==> src/rtl/i2c_pkg.sv <==
// Shared types for the I2C init sequencer: FSM encoding, default slave address,
// table-entry layout and the counter width helper.
package i2c_pkg;

  typedef enum logic [2:0] {
    ST_IDLE       = 3'd0,
    ST_LOAD       = 3'd1,
    ST_WAIT_READY = 3'd2,
    ST_ISSUE      = 3'd3,
    ST_WAIT_DONE  = 3'd4,
    ST_GAP        = 3'd5,
    ST_FINISH     = 3'd6,
    ST_FAIL       = 3'd7
  } state_t;

  localparam logic [6:0] I2C_DEV_ADDR = 7'h68;

  typedef struct packed {
    logic [7:0] sub;
    logic [7:0] data;
  } entry_t;

  function automatic int unsigned cnt_width(input int unsigned a, input int unsigned b);
    return $clog2(((a > b) ? a : b) + 1);
  endfunction

endpackage

==> src/rtl/i2c_init_rom.sv <==
// i2c_init_rom: register-write table, index -> {sub, data}.
// Latency: combinational. Backpressure: none; unused indices read as zero.
// Entry order is the power-up order expected by the slave.
module i2c_init_rom
  import i2c_pkg::*;
(
  input  logic [3:0]  index,
  output logic [15:0] entry_dat
);

  entry_t entry;

  always_comb begin
    entry = '0;
    case (index)
      4'd0:    entry = '{sub: 8'h20, data: 8'h0F};
      4'd1:    entry = '{sub: 8'h23, data: 8'h30};
      4'd2:    entry = '{sub: 8'h22, data: 8'h08};
      4'd3:    entry = '{sub: 8'h21, data: 8'h00};
      default: entry = '0;
    endcase
  end

  assign entry_dat = entry;

endmodule

==> src/rtl/i2c_init_sequencer.sv <==
// i2c_init_sequencer: walks the init table through the I2C master, one write per entry.
// Latency: go to first m_start is 3 cycles with m_ready high; transfers spaced by GAP_CYCLES.
// Backpressure: waits on m_ready/m_done, each bounded by TIMEOUT; I2C_SEQ_RETRY_EN adds per-entry retries.
module i2c_init_sequencer
  import i2c_pkg::*;
#(
  parameter int unsigned NUM_WRITES = 4,
  parameter logic [6:0]  DEV_ADDR   = I2C_DEV_ADDR,
  parameter int unsigned TIMEOUT    = 4096,
  parameter int unsigned GAP_CYCLES = 16,
  parameter int unsigned MAX_RETRY  = 3
) (
  input  logic       clk,
  input  logic       reset_n,
  input  logic       go,
  output logic       busy,
  output logic       seq_done,
  output logic       error,
  output logic [3:0] err_index,
  output logic [3:0] cur_index,
  output logic       m_start,
  output logic [6:0] m_addr,
  output logic [7:0] m_sub,
  output logic [7:0] m_data,
  input  logic       m_ready,
  input  logic       m_done
`ifdef I2C_SEQ_RETRY_EN
  ,
  output logic [1:0] retry_cnt
`endif
);

`ifdef I2C_SEQ_RETRY_EN
  localparam bit RETRY_EN = 1'b1;
`else
  localparam bit RETRY_EN = 1'b0;
`endif

  localparam int unsigned CW       = cnt_width(TIMEOUT, GAP_CYCLES);
  localparam logic [CW-1:0] CNT_MAX  = {CW{1'b1}};
  // A wait is abandoned exactly TIMEOUT cycles after the state that cleared the counter.
  localparam logic [CW-1:0] TMO_LAST = CW'(TIMEOUT - 2);
  localparam logic [CW-1:0] GAP_LAST = CW'(GAP_CYCLES - 1);
  localparam logic [3:0]    LAST_IDX = 4'(NUM_WRITES - 1);

  state_t        state;
  state_t        next_state;
  entry_t        rom_entry;
  logic [CW-1:0] tmo_cnt;
  logic [CW-1:0] gap_cnt;
  logic [1:0]    retry_q;
  logic          m_done_q;
  logic          done_rise;
  logic          tmo_hit;
  logic          tmo_take;
  logic          gap_end;
  logic          last_entry;
  logic          can_retry;
  logic          retry_pend;

  i2c_init_rom u_rom (
    .index     (cur_index),
    .entry_dat (rom_entry)
  );

  assign done_rise  = m_done & ~m_done_q;
  assign tmo_hit    = (tmo_cnt >= TMO_LAST);
  assign gap_end    = (gap_cnt >= GAP_LAST);
  assign last_entry = (cur_index == LAST_IDX);
  assign can_retry  = RETRY_EN && (32'(retry_q) < MAX_RETRY);
  assign retry_pend = RETRY_EN && (retry_q != 2'd0);
  // Progress wins over a timeout landing in the same cycle.
  assign tmo_take   = tmo_hit && (((state == ST_WAIT_READY) && !m_ready) ||
                                  ((state == ST_WAIT_DONE) && !done_rise));

`ifdef I2C_SEQ_RETRY_EN
  assign retry_cnt = retry_q;
`endif

  always_ff @(posedge clk) begin
    if (!reset_n) state <= ST_IDLE;
    else          state <= next_state;
  end

  always_comb begin
    next_state = state;
    case (state)
      ST_IDLE:       if (go) next_state = ST_LOAD;
      ST_LOAD:       next_state = ST_WAIT_READY;
      ST_WAIT_READY: begin
        if (m_ready)       next_state = ST_ISSUE;
        else if (tmo_take) next_state = can_retry ? ST_GAP : ST_FAIL;
      end
      ST_ISSUE:      next_state = ST_WAIT_DONE;
      ST_WAIT_DONE: begin
        if (done_rise)     next_state = ST_GAP;
        else if (tmo_take) next_state = can_retry ? ST_GAP : ST_FAIL;
      end
      // A pending retry reloads the same entry instead of advancing.
      ST_GAP:        if (gap_end) next_state = (retry_pend || !last_entry) ? ST_LOAD : ST_FINISH;
      ST_FINISH:     next_state = ST_IDLE;
      ST_FAIL:       next_state = ST_IDLE;
      default:       next_state = ST_IDLE;
    endcase
  end

  always_comb begin
    busy     = 1'b0;
    seq_done = 1'b0;
    m_start  = 1'b0;
    m_addr   = DEV_ADDR;
    case (state)
      ST_LOAD, ST_WAIT_READY, ST_WAIT_DONE, ST_GAP: busy = 1'b1;
      ST_ISSUE: begin
        busy    = 1'b1;
        m_start = 1'b1;
      end
      ST_FINISH: seq_done = 1'b1;
      default:   busy     = 1'b0;
    endcase
  end

  always_ff @(posedge clk) begin
    if (!reset_n) begin
      m_sub     <= '0;
      m_data    <= '0;
      cur_index <= '0;
      error     <= 1'b0;
      err_index <= '0;
      tmo_cnt   <= '0;
      gap_cnt   <= '0;
      retry_q   <= '0;
      m_done_q  <= 1'b0;
    end else begin
      m_done_q <= m_done;

      if (state == ST_LOAD) begin
        m_sub  <= rom_entry.sub;
        m_data <= rom_entry.data;
      end

      if ((state == ST_LOAD) || (state == ST_ISSUE))
        tmo_cnt <= '0;
      else if (((state == ST_WAIT_READY) || (state == ST_WAIT_DONE)) && (tmo_cnt != CNT_MAX))
        tmo_cnt <= tmo_cnt + CW'(1);

      if (state != ST_GAP)         gap_cnt <= '0;
      else if (gap_cnt != CNT_MAX) gap_cnt <= gap_cnt + CW'(1);

      if ((state == ST_IDLE) && go) begin
        cur_index <= '0;
        error     <= 1'b0;
        retry_q   <= '0;
      end else if ((state == ST_GAP) && gap_end && !retry_pend && !last_entry) begin
        cur_index <= cur_index + 4'd1;
      end

      if (next_state == ST_FAIL) begin
        error     <= 1'b1;
        err_index <= cur_index;
      end

      if ((state == ST_WAIT_DONE) && done_rise) retry_q <= '0;
      else if (tmo_take && can_retry)           retry_q <= retry_q + 2'd1;
    end
  end

endmodule

==> config.mk <==
export PLATFORM = sky130hd
export DESIGN_NAME = i2c_init_sequencer
export DESIGN_NICKNAME = d
export VERILOG_FILES = /design/src/rtl/i2c_pkg.sv /design/src/rtl/i2c_init_rom.sv /design/src/rtl/i2c_init_sequencer.sv
export SDC_FILE = /design/constraint.sdc
export NUM_CORES = 1
export LEC_CHECK = 0
export BUFFER_PORTS_ARGS = -buffer_cell sky130_fd_sc_hd__buf_4
export CORE_ASPECT_RATIO = 1.2
export CORE_UTILIZATION = 31
export CTS_BUF_LIST = sky130_fd_sc_hd__clkbuf_4
export CTS_CLUSTER_DIAMETER = 120
export DETAILED_ROUTE_END_ITERATION = 10
export PLACE_DENSITY = 0.57
export SETUP_SLACK_MARGIN = 0.15
export SLEW_MARGIN = 15
export SYNTH_ARGS = -nofsm -noshare
export SYNTH_HDL_FRONTEND = slang
export SYNTH_SLANG_ARGS = --single-unit
==> constraint.sdc <==
create_clock -name clk -period 3.4 [get_ports clk]
set_clock_uncertainty 0.1 [all_clocks]
set_input_delay 0.34 -clock clk [delete_from_list [all_inputs] [get_ports clk]]
set_output_delay 0.34 -clock clk [all_outputs]
set_load 0.02 [all_outputs]
Yosys cells after proc, flatten, opt, wreduce, memory -nomap -nowiden
Index checks and enable logic that the tools add are counted.

Word-level logic and storage cells: 65. Memory bits (writable): 0. Bits in latches: 0. Bits in read-only memories: 0. Output and inout bits: 35. Memories kept: 0. Input bits: 5. Bits in registers: 55.

Bitwise gates (word level): 3. Mux-type cells: 13. Div/mod/pow operators: 0. $lt $le $gt $ge: 2. Shifts and indexed selects: 0. Eq/ne operators: 14. Add/subtract/negate cells: 3. Reduce and logical (&&, ||, !) cells: 21. $mul: 0.

Operators with widths (count): 14-bit case mux with 4 select lines (1); 13-bit by 1-bit adder with 13-bit output (second input constant) (2); 13-bit inequality test (second input constant) (2); 3-bit case mux with 7 select lines (1); 3-bit 2-to-1 mux (6); 3-bit equality test (second input constant) (5); 13-bit by 12-bit >= comparator with 1-bit output (second input constant) (1); 13-bit by 4-bit >= comparator with 1-bit output (second input constant) (1); 4-bit by 2-bit equality test with 1-bit output (second input constant) (2); 2-bit OR reduction (4); 1-bit logical AND (7); 3-bit by 2-bit equality test with 1-bit output (second input constant) (2); 1-bit 2-to-1 mux (5); 5-bit OR reduction (1); 4-bit by 1-bit adder with 4-bit output (second input constant) (1); 4-bit by 1-bit equality test with 1-bit output (second input constant) (1); 4-bit logical NOT (1); 3-bit by 1-bit equality test with 1-bit output (second input constant) (1); 1-bit logical NOT (3); 3-bit logical NOT (1); 1-bit logical OR (3); 3-bit inequality test (second input constant) (1); 1-bit inverter (2); 2-bit nonzero test (1); 1-bit AND (1).

Depth between registers and ports, before layout
Gate-level depths: netlist of run 1.

Word-level depth: 11. Mapped depth: 7. Depth with buffers taken out: 6.

By module
A second synthesis of run 1 with hierarchy kept.

Cell total of the unflattened synthesis: 349. Area total of the unflattened synthesis: 2790.2 um^2.

By module, submodules not included: i2c_init_sequencer (area an instance 2661.3 um^2, cells an instance 331, seq. area each 1101.1 um^2, instances 1); i2c_init_rom (area an instance 128.9 um^2, cells an instance 18, seq. area each 0.0 um^2, instances 1).

Least setup slack after synthesis of run 1
Ideal clock, no wire load.

Path kind: register -> register. From: reg tmo_cnt[1]. To: reg tmo_cnt[8]. Required time: 3.228 ns. Setup slack: 1.497 ns. Arrival time: 1.731 ns. Buffers on the path: 0. Period minus slack after synthesis: 1.903 ns. Setup time: 0.072 ns. Stages on the path, launching flop included: 6. Cells stage by stage: dfxtp_1 -> ha_1 -> nand3_1 -> nor4b_1 -> and3_1 -> mux2i_1.

Word-level cells in the longest chain between the ends: 2. Elaborated cells between the ends (all ways): 3. Classes of those cells: add/sub (1); eq/ne (1); reduce/logical (1).

Ends and longest elaborated chain: start, declared (RTL line i2c_init_sequencer.sv:49) `logic [CW-1:0] tmo_cnt;`; start signal, assigned (RTL line i2c_init_sequencer.sv:145) `tmo_cnt <= tmo_cnt + CW'(1);`; branches (longest 2 deep; another with 13-bit by 1-bit adder with 13-bit output).

Several ways; the timed one is not identified. A chain may end at the register's enable or synchronous reset.

Worst setup path in the final report of run 1
From: reg state[2]. To: reg tmo_cnt[8].

Word-level cells in the longest chain between the ends: 3. Elaborated cells between the ends (all ways): 8. Classes of those cells: eq/ne (4); reduce/logical (4).

Ends and longest elaborated chain: start, declared (RTL line i2c_init_sequencer.sv:46) `state_t state;`; start signal, assigned (RTL line i2c_init_sequencer.sv:82) `else state <= next_state;`; 3-bit by 1-bit equality test with 1-bit output, or another cell as far along (RTL line i2c_init_sequencer.sv:142) `if ((state == ST_LOAD) || (state == ST_ISSUE))`; 1-bit logical OR, on equally long branches (RTL line i2c_init_sequencer.sv:142, i2c_init_sequencer.sv:144); 2-bit OR reduction (no source line) or 1-bit logical AND (tied branches).

Several ways; a longest one is shown, not always the timed one.

==> results.md, run 1 <==
* Clock latency on the worst-skew pair at 360 ps
* Syn_area_per_cell at 8.119 sq um
* Ys Warns at 0
* Worst-path maximum fanout at 15
* Worst-Margin Slew at approximately 1000 ps
* Die Wd at 83.86 microns
* CTS-repair resized insts at 0
* Routability-driven placement congestion ratio at 0.7966
* Hold_sp: m_done
* Netlist cell types at 45
* Antenna cells at 0
* Power Total at 1.124 mW
* Design Area, Final at 2716 sq um
* Crit path time final at ~2300 ps
* Critical Path AT at 2510 ps
* Share of flip-flops with an asynchronous set or reset at 0%
* Clock Sinks at between 40 and 50
* Initial Utilization at 32.15%
* Relative slew slack at around 33%
* Failing checks: DRC
* Post-synth EDFFs at 0
* Period utilization at 68.25%
* CTS root buffer: clkbuf_4
* WL/cell at between 10 and 15 microns
* CTS tree: built
* Max Fclk at 431.0 MHz
* PortBufs at 25
* Mapped Area at 2492 sq um
* Flops & latches, synth at 45
* MaxCap Viol Count at 0
* Outcome: finished, violations left
* CTS buffer count at 5
* WS Path Type: reg2reg
* Routed Antenna Nets at 0
* # nets final at 333
* Hold slack at 94.28 ps
* Largest net degree at the start of global routing at 20
* Pins Over Slew Limit at 0
* DR vias at about 2100
* WP data required at 3590 ps
* RR Startpoint: state[2]$_SDFF_PN0_
* Startpoint Class: flop
* Pre-antenna DRT Iters at 7
* RSZ-0062 raised after global routing: false
* CTS clk-pin slew, worst paths at 140 ps
* Dpl hpwl at between 3000 and 4000 microns
* Share of layout cells above drive strength 1 at 12.42%
* Setup TNS Final at 0 ps
* Pwr Density at 413.6 nW/um^2
* Vias per cell at between 5 and 6
* Sequential share of the synthesized area at 36.14%
* Initial antenna violation count at 0
* H-tree depth at 2
* Num rows at 35
* Hold buffers post-CTS at 0
* Final Hold Viols at 0
* Static leakage at 0.9772 nW
* Global-route wire length before repair at 9197 microns
* # setup viols final at 0
* # IOs at 40
* Top FF cell, synth: dfxtp_1
* Most frequent cell after synthesis: dfxtp_1
* Endpoint class of the critical path: flop
* Vias in the first global route at 1975
* Cells after synthesis at 307
* Commonest cells post-synth: 45 x dfxtp_1, 34 x nand2_1, 22 x a21oi_1
* Number of post-CTS setup repair buffers at 0
* Full die area at 8404 sq um
* Core Region at just under 8000 sq um
* Area Growth Syn to Fin at 8.986%
* Tot GR Track Use at a little over an eighth
* Total gr overflow at 0
* Worst vdd ir at approximately 180 uV
* Post-synth top area share at between 30% and 40%
* Worst min-delay path category: in2reg
* Die Ht at 100.2 microns
* FILL cells at 804
* Cell area after placement at between 2000 and 3000 sq um
* Total wire length at 5260 microns
* Final Util at around a third
* DR DRC count at 6
* Top post-synthesis cells by area: dfxtp_1 36%, mux2i_1 5.2%, buf_4 5.1%
* CP Launch Point: state[2]$_SDFF_PN0_
* 1st-iter DRT viols at 137
* Cell accounting for the most synthesized area: dfxtp_1
* Deepest clock path buffer count at 2
## flip-flops by register name, summed over array words and instances (netlist names)
register,cells
tmo_cnt,13
m_sub,3
m_data,3
err_index,4
m_done_q,1
state,3
error,1
cur_index,4
gap_cnt,13
## critical path, cell delays in order, from the launching register on
cell and delay [ps]:
dfxtp_1 610, xnor2_1 180, nor4b_1 880, and3_1 300, mux2i_1 170
## through the flow
step           cells  setup slack (ps)
6_report         414              1080
5_1_grt          414             832.1
4_1_cts          414              1091
3_5_place_dp     406              1140
3_3_place_gp     406              1187
2_1_floorplan    319              1497
## path summary, 6_finish.rpt
path	endpoint	slack [ps]	depth (start not counted)
worst min register to register	m_data[3]$_SDFFE_PN0P_	360	2
worst min-delay path	m_done_q$_SDFF_PN0_	90	2
worst max-delay path	tmo_cnt[8]$_SDFFE_PP0P_	1080	4
worst max register to register	tmo_cnt[8]$_SDFFE_PP0P_	1080	4
## report_power, final
part / internal (mW) / switching [mW] / total [mW]
registers: 0.551 / 0.0441 / 0.595
clock network: 0.0872 / 0.177 / 0.264
logic: 0.100 / 0.164 / 0.264
total: 0.739 / 0.385 / 1.12
## cell usage in the layout (no fill, tap or decap), drive strengths merged, types with 3 or more instances in the layout
cell / count
a211oi: 4
a21oi: 22
a31oi: 7
and2: 4
and3: 8
and4: 3
buf: 25
clkbuf: 6
conb: 14
dfxtp: 45
ha: 7
inv: 11
mux2i: 13
nand2: 34
nand2b: 7
nand3: 17
nand4: 8
nor2: 17
nor3: 6
o211ai: 4
o21ai: 9
o31ai: 4
or2: 4
or3: 4
or4: 7
xnor2: 6
## cells by family after synthesis
| group | Yosys count | share of synthesized area, % |
|---|---|---|
| DFF | 45 | 36.14 |
| adders and majority gates | 7 | 3.514 |
| muxes | 14 | 5.672 |
| AOI/OAI and AO/OA | 63 | 16.06 |
| other | 2 | 0.3013 |
| buffers and inverters | 41 | 8.835 |
| and+or+nand+nor | 129 | 27.36 |
| xor gates and xnor gates | 6 | 2.108 |
## metal layers
| metal | track usage (%) | vias to the layer above | routed length [microns] |
|---|---|---|---|
| met5 | 0 | - | 0 |
| met4 | 5.305 | 0 | 107 |
| met3 | 2.385 | 7 | 141 |
| met2 | 22.76 | 37 | 2486 |
| met1 | 16.78 | 993 | 2525 |
| li1 | - | 1106 | - |
## area by class of cell
cell class                 instances  area [sq um]  area share, %
multi-input combinational        233          1416          52.14
sequential                        45         900.9          33.16
timing repair buffer              25         187.7          6.909
tap                               92         115.1          4.238
clock buffer                       6         45.04          1.658
inverter                          11         41.29          1.520
clock inverter                     2         10.01         0.3685
No activity file was read; power rests on OpenSTA's default activity.
==> run 2: changes to the inputs <==
ABC_AREA = 1   (was unset)
PLACE_DENSITY = 0.59   (was 0.57)
clock period = 2 ns   (was 3.4 ns; I/O delays follow)
==> run 2 against run 1 <==
  * The flow now finishes without violations
  * Critical path depth grew 4
  * Worst hold slack lost 43 ps
  * Global-route usage down 0.14 points
  * Highest routed layer unchanged
  * Combinational power rose by 120%
  * Final cell count increased by 18%
  * Via count grew 4.4%
  * Count of clock-buffer cells in the layout is 1 lower
==> results.md, run 2 <==
* Sequential share of the synthesized area at 35.82% (-0.32 points)
* CTS tree: built
* Max Fclk at 590.6 MHz (+37%)
* Most frequent cells in the layout: 78 x nand2_1, 42 x nor2_1, 42 x dfxtp_1, 35 x inv_1, 31 x buf_4
* CP max-delay cell: dfxtp_1
* Initial antenna violation count at 0 (unchanged)
* CTS clk-pin slew, worst paths at 150 ps (about the same)
* Critical Path AT at 1850 ps (-660 ps)
* Flops & latches, synth at 45 (unchanged)
* Deepest clock path buffer count at 2 (unchanged)
* Full die area at 8478 sq um (+0.88%)
* Endpoint class of the critical path: flop
* DR DRC count at 0 (-6)
* # setup viols final at 0 (unchanged)
* Pins Over Slew Limit at 0 (unchanged)
* Final Hold Viols at 0 (unchanged)
* Vias in the first global route at 2076 (+5.1%)
* Antenna cells at 0 (unchanged)
* Commonest cells post-synth: 79 x nand2_1, 45 x dfxtp_1, 42 x nor2_1
* Ys Warns at 0 (unchanged)
* Vias per cell at 4.575 (-12%)
* Pre-antenna DRT Iters at 4 (-3)
* Setup TNS Final at 0 ps (unchanged)
* Netlist cell types at 29 (-36%)
* WL/cell at 10.76 microns (-15%)
* CTS root buffer: clkbuf_4
* CP peak stage delay at 360 ps (-520 ps)
* FILL cells at 829 (+3.1%)
* Pwr Density at 739.6 nW/um^2 (+79%)
* Dpl hpwl at 4017 microns (+4.4%)
* Mapped Area at 2515 sq um (+0.90%)
* WS Path Type: reg2reg
* Largest regs: gap_cnt (13), tmo_cnt (13)
* Routed Antenna Nets at 0 (unchanged)
* CP Buf/Inv Count at 0 (unchanged)
* Power Total at 2.140 mW (+90%)
* PortBufs at 25 (unchanged)
* Cell accounting for the most synthesized area: dfxtp_1
* Num rows at 35 (unchanged)
* MaxCap Viol Count at 0 (unchanged)
* CP Cell Sequence: ha_2 > nand2_2 > nor2_4 > nand3_2 > nor2_4 > nand3_1 > o21ai_0 > nor2_1
* Core Region at 7751 sq um (unchanged)
* DR vias at 2237 (+4.4%)
* Static leakage at 1.177 nW (+20%)
* Routability-driven placement congestion ratio at 0.8077 (+1.4%)
* CTS buffer count at 5 (unchanged)
* Total wire length at 5262 microns (about the same)
* Post-synth top area share at 35.82% (-0.32 points)
* Total gr overflow at 0 (unchanged)
* Die Wd at 84.22 microns (+0.44%)
* WP data required at 2160 ps (-1430 ps)
* Tot GR Track Use at 13.23% (-0.14 points)
* Global-route wire length before repair at 9142 microns (-0.60%)
* 1st-iter DRT viols at 59 (-57%)
* Worst vdd ir at 413.5 uV (+130%)
* Top FF cell, synth: dfxtp_1
* Syn_area_per_cell at 6.928 sq um (-15%)
* Die Ht at 100.7 microns (+0.44%)
* Worst min-delay path category: in2reg
* Clock Sinks at 45 (unchanged)
* Share of flip-flops with an asynchronous set or reset at 0% (unchanged)
* Crit path top cell by count: nor2_4
* Area Growth Syn to Fin at 15.02%
* Largest net degree at the start of global routing at 16 (-20%)
* Share of layout cells above drive strength 1 at 18.64% (+6.2 points)
* Worst-path maximum fanout at 4 (-11)
* Crit path time final at 1693 ps (-627.1 ps)
* Period utilization at 84.66% (+16 points)
* Commonest non-fill, non-tap cell in the layout: nand2_1
* CP delay by family, top: simple AND/OR/NAND/NOR gates
* Initial Utilization at 32.45% (+0.29 points)
* # IOs at 40 (unchanged)
* Cells after synthesis at 363 (+18%)
* RSZ-0062 raised after global routing: true
* Most frequent cell after synthesis: nand2_1
* Clock latency on the worst-skew pair at 360 ps (about the same)
* H-tree depth at 2 (unchanged)
* Outcome: finished clean
* Startpoint Class: flop
* # nets final at 408 (+23%)
* Top post-synthesis cells by area: dfxtp_1 36%, nand2_1 12%, nor2_1 6.3%
* Post-synth EDFFs at 0 (unchanged)
==> run 2: final cells by class <==
| cell class | count | area (sq um) | share of cell area, % |
|---|---|---|---|
| multi-input cells | 264 | 1351 | 46.71 |
| flip-flops and latches | 45 | 907.1 | 31.36 |
| repair buffers | 34 | 262.8 | 9.083 |
| inverters | 46 | 172.7 | 5.969 |
| well taps | 92 | 115.1 | 3.979 |
| clock inverters | 3 | 46.29 | 1.600 |
| clock buffers | 5 | 37.54 | 1.298 |
==> run 2: logic make-up after synthesis <==
| kind of cell | after synthesis | synth area share [%] |
|---|---|---|
| AOI/OAI and AO/OA | 59 | 12.49 |
| buffers and inverters | 66 | 12.84 |
| adders and majority gates | 7 | 3.482 |
| xor gates and xnor gates | 12 | 4.179 |
| other | 2 | 0.2986 |
| DFF | 45 | 35.82 |
| and+or+nand+nor | 172 | 30.90 |
==> run 2: power breakdown <==
group | internal, mW | switching [mW]
registers | 0.947 | 0.0425
clock network | 0.265 | 0.313
logic | 0.202 | 0.370
==> run 2: worst paths after layout <==
| path | start | to | slack (ps) | cells past startpoint |
|---|---|---|---|---|
| max | gap_cnt[0]$_SDFFE_PP0P_ | gap_cnt[1]$_SDFFE_PP0P_ | 310 | 8 |
| min | go | state[0]$_SDFF_PN0_ | 50 | 5 |
| max reg2reg | gap_cnt[0]$_SDFFE_PP0P_ | gap_cnt[1]$_SDFFE_PP0P_ | 310 | 8 |
| min reg2reg | m_sub[0]$_SDFFE_PN0P_ | m_sub[0]$_SDFFE_PN0P_ | 380 | 2 |
==> run 2: timing repair <==
item / CTS / global route
endpoints found under the setup margin: 0 / 20
buffers inserted: 0 / 2
hold buffers: 3 / 0
gates resized for setup: 0 / 9
hold endpoints to repair: 2 / 0
==> run 2: stage by stage <==
step                hold WS, ps  cell area (sq um)  setup WS (ps)  utilization (%)  std cells
CTS                       38.93               2856          180.8            36.85        487
finish                    51.62               2893          306.7            37.32        489
global placement          287.6               2743          272.9            35.38        476
detailed placement        298.3               2743          242.0            35.38        476
floorplan                 193.5               2560          410.2                -        375
global route              62.16               2893          133.8            37.32        489
==> run 2: worst reg2reg max path, cell delays in order (launching register included) <==
cell	delay, ps
dfxtp_1	360
ha_2	220
nand2_2	100
nor2_4	120
nand3_2	120
nor2_4	190
nand3_1	150
o21ai_0	190
nor2_1	50
==> run 2: metal layers <==
layer	vias up	part of all wire (%)	GRT usage (%)
li1	1193	-	-
met1	1013	46	15.54
met2	29	50	23.83
met3	2	2.3	2.457
met4	0	0.78	5.172
met5	-	0	0
